## config.mk

```make
export PLATFORM = sky130hd
export DESIGN_NAME = add_16bit
export DESIGN_NICKNAME = d
export VERILOG_FILES = /design/src/rtl/add_16bit.sv
export SDC_FILE = /design/constraint.sdc
export NUM_CORES = 1
export LEC_CHECK = 0
export BUFFER_PORTS_ARGS = -buffer_cell sky130_fd_sc_hd__buf_2
export CAP_MARGIN = 5
export CORE_UTILIZATION = 53
export DETAILED_ROUTE_END_ITERATION = 12
export GPL_TIMING_DRIVEN = 0
export PLACE_DENSITY = 0.92
export RECOVER_POWER = 25
export SLEW_MARGIN = 20
export SYNTH_ARGS = -nofsm -noshare
export SYNTH_HDL_FRONTEND = slang
export SYNTH_SLANG_ARGS = --single-unit
```

## constraint.sdc

```tcl
create_clock -name clk -period 2.78 [get_ports clk]
set_clock_uncertainty 0.2 [all_clocks]
set_input_delay 0.278 -clock clk [delete_from_list [all_inputs] [get_ports clk]]
set_output_delay 0.278 -clock clk [all_outputs]
set_load 0.05 [all_outputs]
```

## src/rtl/add_16bit.sv

```systemverilog
// Registered carry-lookahead adder: 4-bit lookahead groups plus a second-level group carry network.
// Define ADD16_PIPE_EN to register the bit/group G-P stage, giving 2-cycle latency.
module add_16bit #(
  parameter int WIDTH = 16,
  parameter int GROUP = 4
) (
  input  logic             clk,
  input  logic             rst_n,
  input  logic             in_valid,
  input  logic [WIDTH-1:0] a,
  input  logic [WIDTH-1:0] b,
  input  logic             carryIn,
  output logic             out_valid,
  output logic [WIDTH-1:0] sum,
  output logic             carryOut,
  output logic             overflow,
  output logic             zero
);
  localparam int NG = WIDTH / GROUP;

  logic [WIDTH-1:0] p_s1, g_s1;
  logic [NG-1:0]    gg_s1, gp_s1;

  assign p_s1 = a ^ b;
  assign g_s1 = a & b;

  genvar gi;
  generate
    for (gi = 0; gi < NG; gi++) begin : g_grp
      localparam int B = gi * GROUP;
      assign gp_s1[gi] = &p_s1[B +: GROUP];
      assign gg_s1[gi] = g_s1[B+3]
                       | (p_s1[B+3] & g_s1[B+2])
                       | (p_s1[B+3] & p_s1[B+2] & g_s1[B+1])
                       | (p_s1[B+3] & p_s1[B+2] & p_s1[B+1] & g_s1[B]);
    end
  endgenerate

  logic [WIDTH-1:0] p_s2, g_s2;
  logic [NG-1:0]    gg_s2, gp_s2;
  logic             cin_s2, vld_s2;

`ifdef ADD16_PIPE_EN
  logic [WIDTH-1:0] p_d, p_q, g_d, g_q;
  logic [NG-1:0]    gg_d, gg_q, gp_d, gp_q;
  logic             cin_d, cin_q, vld_d, vld_q;

  // Operand-derived state only loads on valid so idle X operands never enter the pipe.
  always_comb begin
    p_d   = p_q;
    g_d   = g_q;
    gg_d  = gg_q;
    gp_d  = gp_q;
    cin_d = cin_q;
    vld_d = in_valid;
    if (in_valid) begin
      p_d   = p_s1;
      g_d   = g_s1;
      gg_d  = gg_s1;
      gp_d  = gp_s1;
      cin_d = carryIn;
    end
  end

  always_ff @(posedge clk or negedge rst_n) begin
    if (!rst_n) begin
      p_q   <= '0;
      g_q   <= '0;
      gg_q  <= '0;
      gp_q  <= '0;
      cin_q <= 1'b0;
      vld_q <= 1'b0;
    end else begin
      p_q   <= p_d;
      g_q   <= g_d;
      gg_q  <= gg_d;
      gp_q  <= gp_d;
      cin_q <= cin_d;
      vld_q <= vld_d;
    end
  end

  assign p_s2   = p_q;
  assign g_s2   = g_q;
  assign gg_s2  = gg_q;
  assign gp_s2  = gp_q;
  assign cin_s2 = cin_q;
  assign vld_s2 = vld_q;
`else
  assign p_s2   = p_s1;
  assign g_s2   = g_s1;
  assign gg_s2  = gg_s1;
  assign gp_s2  = gp_s1;
  assign cin_s2 = carryIn;
  assign vld_s2 = in_valid;
`endif

  logic [NG:0]    c_grp;
  logic [WIDTH:0] c_bit;
  logic           acc, prod;

  // Group carries are flattened sum-of-products over all lower groups, not a ripple chain.
  always_comb begin
    c_grp    = '0;
    c_bit    = '0;
    acc      = 1'b0;
    prod     = 1'b0;
    c_grp[0] = cin_s2;
    for (int k = 0; k < NG; k++) begin
      acc  = gg_s2[k];
      prod = gp_s2[k];
      for (int j = k - 1; j >= 0; j--) begin
        acc  = acc | (prod & gg_s2[j]);
        prod = prod & gp_s2[j];
      end
      c_grp[k+1] = acc | (prod & cin_s2);
    end
    for (int k = 0; k < NG; k++) begin
      c_bit[k*GROUP] = c_grp[k];
      for (int i = 1; i < GROUP; i++) begin
        c_bit[k*GROUP+i] = g_s2[k*GROUP+i-1] | (p_s2[k*GROUP+i-1] & c_bit[k*GROUP+i-1]);
      end
    end
    c_bit[WIDTH] = c_grp[NG];
  end

  logic [WIDTH-1:0] sum_d, sum_q;
  logic             cout_d, cout_q, ovf_d, ovf_q, zero_d, zero_q, valid_d, valid_q;
  logic [WIDTH-1:0] sum_new;

  assign sum_new = p_s2 ^ c_bit[WIDTH-1:0];

  always_comb begin
    sum_d   = sum_q;
    cout_d  = cout_q;
    ovf_d   = ovf_q;
    zero_d  = zero_q;
    valid_d = vld_s2;
    if (vld_s2) begin
      sum_d  = sum_new;
      cout_d = c_bit[WIDTH];
      ovf_d  = c_bit[WIDTH-1] ^ c_bit[WIDTH];
      zero_d = ~|sum_new;
    end
  end

  always_ff @(posedge clk or negedge rst_n) begin
    if (!rst_n) begin
      sum_q   <= '0;
      cout_q  <= 1'b0;
      ovf_q   <= 1'b0;
      zero_q  <= 1'b0;
      valid_q <= 1'b0;
    end else begin
      sum_q   <= sum_d;
      cout_q  <= cout_d;
      ovf_q   <= ovf_d;
      zero_q  <= zero_d;
      valid_q <= valid_d;
    end
  end

  assign sum       = sum_q;
  assign carryOut  = cout_q;
  assign overflow  = ovf_q;
  assign zero      = zero_q;
  assign out_valid = valid_q;
endmodule

```

# After elaboration in Yosys (flattened, before gate mapping)
# Cells that the tools add are included.
# classes
bitwise_logic	86
n_reduce_logical	6
# ops
operator	count
$and 1x1->1	48
$or 1x1->1	34
$xor 16x16->16	2
$and 16x16->16	1
$reduce_and 4->1	4
$reduce_or 16->1	1
$logic_not 1->1	1
$xor 1x1->1	1
# totals
ff_bits	20
inputBits	36
elab_cells	97

# Depth between registers and ports, before layout
# depth
word_depth	18
depth_mapped	13
ltp_nobuf	13

# Worst setup path before layout
# OpenSTA, ideal clock, no wires.
# synth_path
kind	input-to-reg
startpoint	in a[7]
endpoint	reg zero_q, in the netlist zero
setup_time_ps	104
t_arrival_ps	3602
t_required_ps	2476
path_slack_ps	-1125
cell_stages	12
path_buffers	0
cell_sequence	ha_1 -> a21oi_1 -> a31oi_1 -> a2111oi_4 -> nand2_1 -> fa_1 -> fa_1 -> fa_1 -> nor4b_1 -> nand4_1 -> or4_1 -> o41ai_2
# synth_between
word_cells_on_any_way	39
classes_between	36 x bitwise; 3 x reduce/logical
# synth_rtl
element	line_no	text
start, declared	10	input logic [WIDTH-1:0] a,
$xor 16x16->16	24	assign p_s1 = a ^ b;
$and 1x1->1, on equally long branches	33, 34, 35	
$or 1x1->1, or another cell as far along	33	| (p_s1[B+3] & g_s1[B+2])
$or 1x1->1 or $and 1x1->1 (tied branches)	34, 35	
$or 1x1->1	35	| (p_s1[B+3] & p_s1[B+2] & p_s1[B+1] & g_s1[B]);
$and 1x1->1	113	acc = acc | (prod & gg_s2[j]);
$or 1x1->1 (2 in a row)	113	
$or 1x1->1 (*)	116	c_grp[k+1] = acc | (prod & cin_s2);
$and 1x1->1 (*)	121	c_bit[k*GROUP+i] = g_s2[k*GROUP+i-1] | (p_s2[k*GROUP+i-1] & c_bit[k*GROUP+i-1]);
$or 1x1->1 (*)	121	
$and 1x1->1 (*)	121	
$or 1x1->1 (*)	121	
$xor 16x16->16 (*)	131	assign sum_new = p_s2 ^ c_bit[WIDTH-1:0];
net sum_new[14]	129	logic [WIDTH-1:0] sum_new;
$reduce_or 16->1 (*)	143	zero_d = ~|sum_new;
$logic_not 1->1 (*)	143	
end signal, assigned	158	zero_q <= zero_d;
end, declared	128	logic cout_d, cout_q, ovf_d, ovf_q, zero_d, zero_q, valid_d, valid_q;
# Mark *: on every way through the listed nets, which the timed path passes. The rest lies on a longest branch.
# A chain may end at the register's enable or synchronous reset.

# Worst setup path after layout
# Ends and elaborated chain as after synthesis.

==> results.py <==
metrics = {
    "outcome": {
        "outcome": "finished, violations left",
        "violations": "setup timing",
    },
    "clock_network": {
        "clockBufferDepth": 2,
        "root_buffer": "clkbuf_4",
        "clkTransAtPathRegs_ps": 130,
        "htreeDepth": 1,
        "cts_tree": "yes",
        "cts_made_buffers": 3,
        "clk_latency_ps": 330,
        "cts.sinks": 20,
    },
    "critical_path": {
        "path_class": "input pin to flip-flop",
        "slowest_delay_ps": 440,
        "r2r_end": "carryOut",
        "crit_path_start": "a[7]",
        "crit_top_cell": "fa_2",
        "crit_chain": "buf_8, ha_4, a21oi_4, a31oi_4, a2111oi_4, nand2_2, fa_2, fa_2, fa_2, nor4b_2, nand4_1, or4_1, o41ai_2",
        "required_ps": 2800,
        "worstRegToRegCells": 2,
        "timing.rr.start": "carryOut",
        "endpoint": "zero",
        "cp_max_fo": 5,
        "r2r_slack_ps": 1630,
        "arrival_ps": 3470,
        "cp_slowest_cell": "fa_2",
        "setup.worst_path.end_class": "flip-flop",
        "cp-start-kind": "input pin",
    },
    "cells_and_area": {
        "mostFrequentLayoutCells": "53 x buf_2, 20 x dfrtp_1, 13 x mux2_2, 12 x inv_1, 9 x ha_4",
        "mostFrequentLayoutCell": "buf_2",
        "post-route-util_pct": 83.0,
        "nets": 262,
        "drive_gt1_share_pct": 54.3,
        "syn_to_final_growth_pct": 42.5,
        "antennaDiodeCount": 0,
    },
    "synth": {
        "async_flop_share_pct": 100,
        "synth_seq_area_share_pct": 33.2,
        "syn_area_per_cell_um2": 11.5,
        "yosysUniqueCellTypes": 30,
        "synth_edf_count": 0,
        "ys_seq_elements": 20,
        "synth_nets": 195,
        "synth.yosys.warnings": 0,
        "syn_inst": 131,
        "synth_area_um2": 1510,
        "ys.flop_type": "dfrtp_1",
    },
    "floorplan": {
        "start_util_pct": 58.3,
        "placementRows": 18,
        "die_y_um": 55.4,
        "ioPinCount": 56,
        "fp.coreArea_um2": 2590,
        "chipWidth_um": 55.4,
        "dieArea_um2": 3060,
    },
    "pwr": {
        "p_sw_share_pct": 43.8,
        "p_clk_share_pct": 19.4,
        "power.switching_uw": 565,
        "p_comb_share_pct": 50.6,
        "p_int_uw": 725,
        "total_leakage_power_nw": 0.980,
        "p_per_area_nw_per_um2": 600,
        "seqPwrFrac_pct": 30.1,
        "irDropWorstVdd_mv": 0.590,
    },
    "timing": {
        "slew_viol_final": 0,
        "fin_setup_tns_ps": -726,
        "setup_violations": 2,
        "fmax_ghz": 0.290,
        "rsz0062_at_grt": "true",
        "slew_headroom_pct": 27.1,
        "tightest_slew_ps": 1090,
        "fin_ws_ps": -666,
        "final_hold_viol_count": 0,
        "final.min_clock_period_ps": 3450,
        "period_share_pct": 124,
    },
    "route": {
        "vias_per_cell": 5.72,
        "drc_errors": 0,
        "drt_iter0_markers": 23,
        "drt-total-wl_mm": 4.01,
        "drt-pass1-iter-count": 4,
        "antenna_left": 0,
        "num_vias": 1298,
        "routedWlPerCell_um": 17.7,
    },
    "grt": {
        "grt_max_degree": 21,
        "grt_pass1_wl_mm": 6.24,
        "antenna_found_initial": 0,
        "grt_overflow_total": 0,
        "grt_use_total_pct": 26.5,
        "grt_pass1_vias": 1381,
    },
    "min_path": {
        "worstHoldStart": "b[1]",
        "hp-class": "input pin to flip-flop",
    },
    "run": {
        "maxCapViolCount": 0,
    },
    "placed_design": {
        "place_hpwl_mm": 2.81,
        "io_buffers": 55,
        "gp_congestion": 0.870,
    },
}
==> cells in the mapped netlist, drive strengths merged (2+ instances only) <==
library cell	number	share of area (%)
a21oi	7	2.3
clkbuf	2	0.50
dfrtp	20	33
fa	12	16
ha	16	13
inv	13	3.2
mux2	13	9.7
mux2i	3	2.0
nand2	10	2.5
nand2b	3	1.2
nand3	3	0.99
nand4	3	1.2
nor2	3	0.75
o21ai	3	0.99
or4	2	0.99
xnor2	4	2.3
==> cell families (layout without fill, tap and decap cells) <==
group                      after synthesis  after routing  synth area share, %
adders and majority gates               28             28                 29.2
and+or+nand+nor                         28             28                 9.54
DFF                                     20             20                 33.2
AOI/OAI and AO/OA                       19             19                 10.0
muxes                                   16             16                 11.7
buffers and inverters                   16             82                 4.06
xor gates and xnor gates                 4              4                 2.32
==> how the worst min path moves through the flow <==
| stage | endpoint | slack, ps | depth (start not counted) |
|---|---|---|---|
| floorplan | carryOut | -220 | 0 |
| global placement | sum[2] | 30 | 1 |
| detailed placement | sum[6] | 40 | 1 |
| CTS | sum[1] | 220 | 3 |
| global route | sum[1] | 210 | 3 |
| finish | sum[1] | 180 | 3 |
==> state kept, by name, summed over array words and instances (netlist names) <==
name       count
sum           16
carryOut       1
out_valid      1
zero           1
overflow       1
==> cell type report <==
class / count / area, um^2
Inverter: 13 / 48.8
Clock inverter: 1 / 30.0
Clock buffer: 3 / 22.5
Fill cell: 132 / 439
Multi-Input combinational cell: 95 / 1150
Timing Repair Buffer: 62 / 348
Buffer: 3 / 12.5
Tap cell: 30 / 37.5
Sequential cell: 20 / 500
==> routing by layer <==
layer	global-route usage (%)	part of all wire [%]
met1	30.2	40
met2	46.6	50
met3	5.39	4.8
met4	13.6	4.8
met5	0	0
==> timing repair <==
action / in CTS / in global routing
setup buffers: 4 / 1
hold endpoints to repair: 21 / 0
setup endpoints to repair: 6 / 6
resized for setup: 8 / 14
pin swaps: 9 / 11
gates cloned: 0 / 0
hold buffers: 2 / 0
==> critical path: cells and delay by family <==
| family | cells | cell delay (ps) |
|---|---|---|
| AND/OR/NAND/NOR | 4 | 900 |
| adder cells (fa/ha/maj) | 4 | 1400 |
| AO/OA/AOI/OAI | 4 | 790 |
| buffers and inverters | 1 | 100 |
==> stage by stage <==
stage,power [mW],std cells,setup WS (ps),hold slack [ps],instance area (um^2)
global placement,0.968,216,-1170,32.3,1900
global route,1.35,227,-765,210,2150
floorplan,0.821,131,-819,-218,1590
detailed placement,0.989,216,-1190,42.6,1900
finish,1.29,227,-666,183,2150
CTS,1.25,226,-825,223,2060
==> power groups by stage <==
stage,Sequential [mW],Combinational (mW),Clock [mW]
floorplan,0.621,0.201,0
global placement,0.390,0.577,0
detailed placement,0.392,0.597,0
CTS,0.387,0.619,0.242
global route,0.395,0.691,0.260
finish,0.388,0.652,0.250
Note: power is estimated with default switching activity, not from simulation.
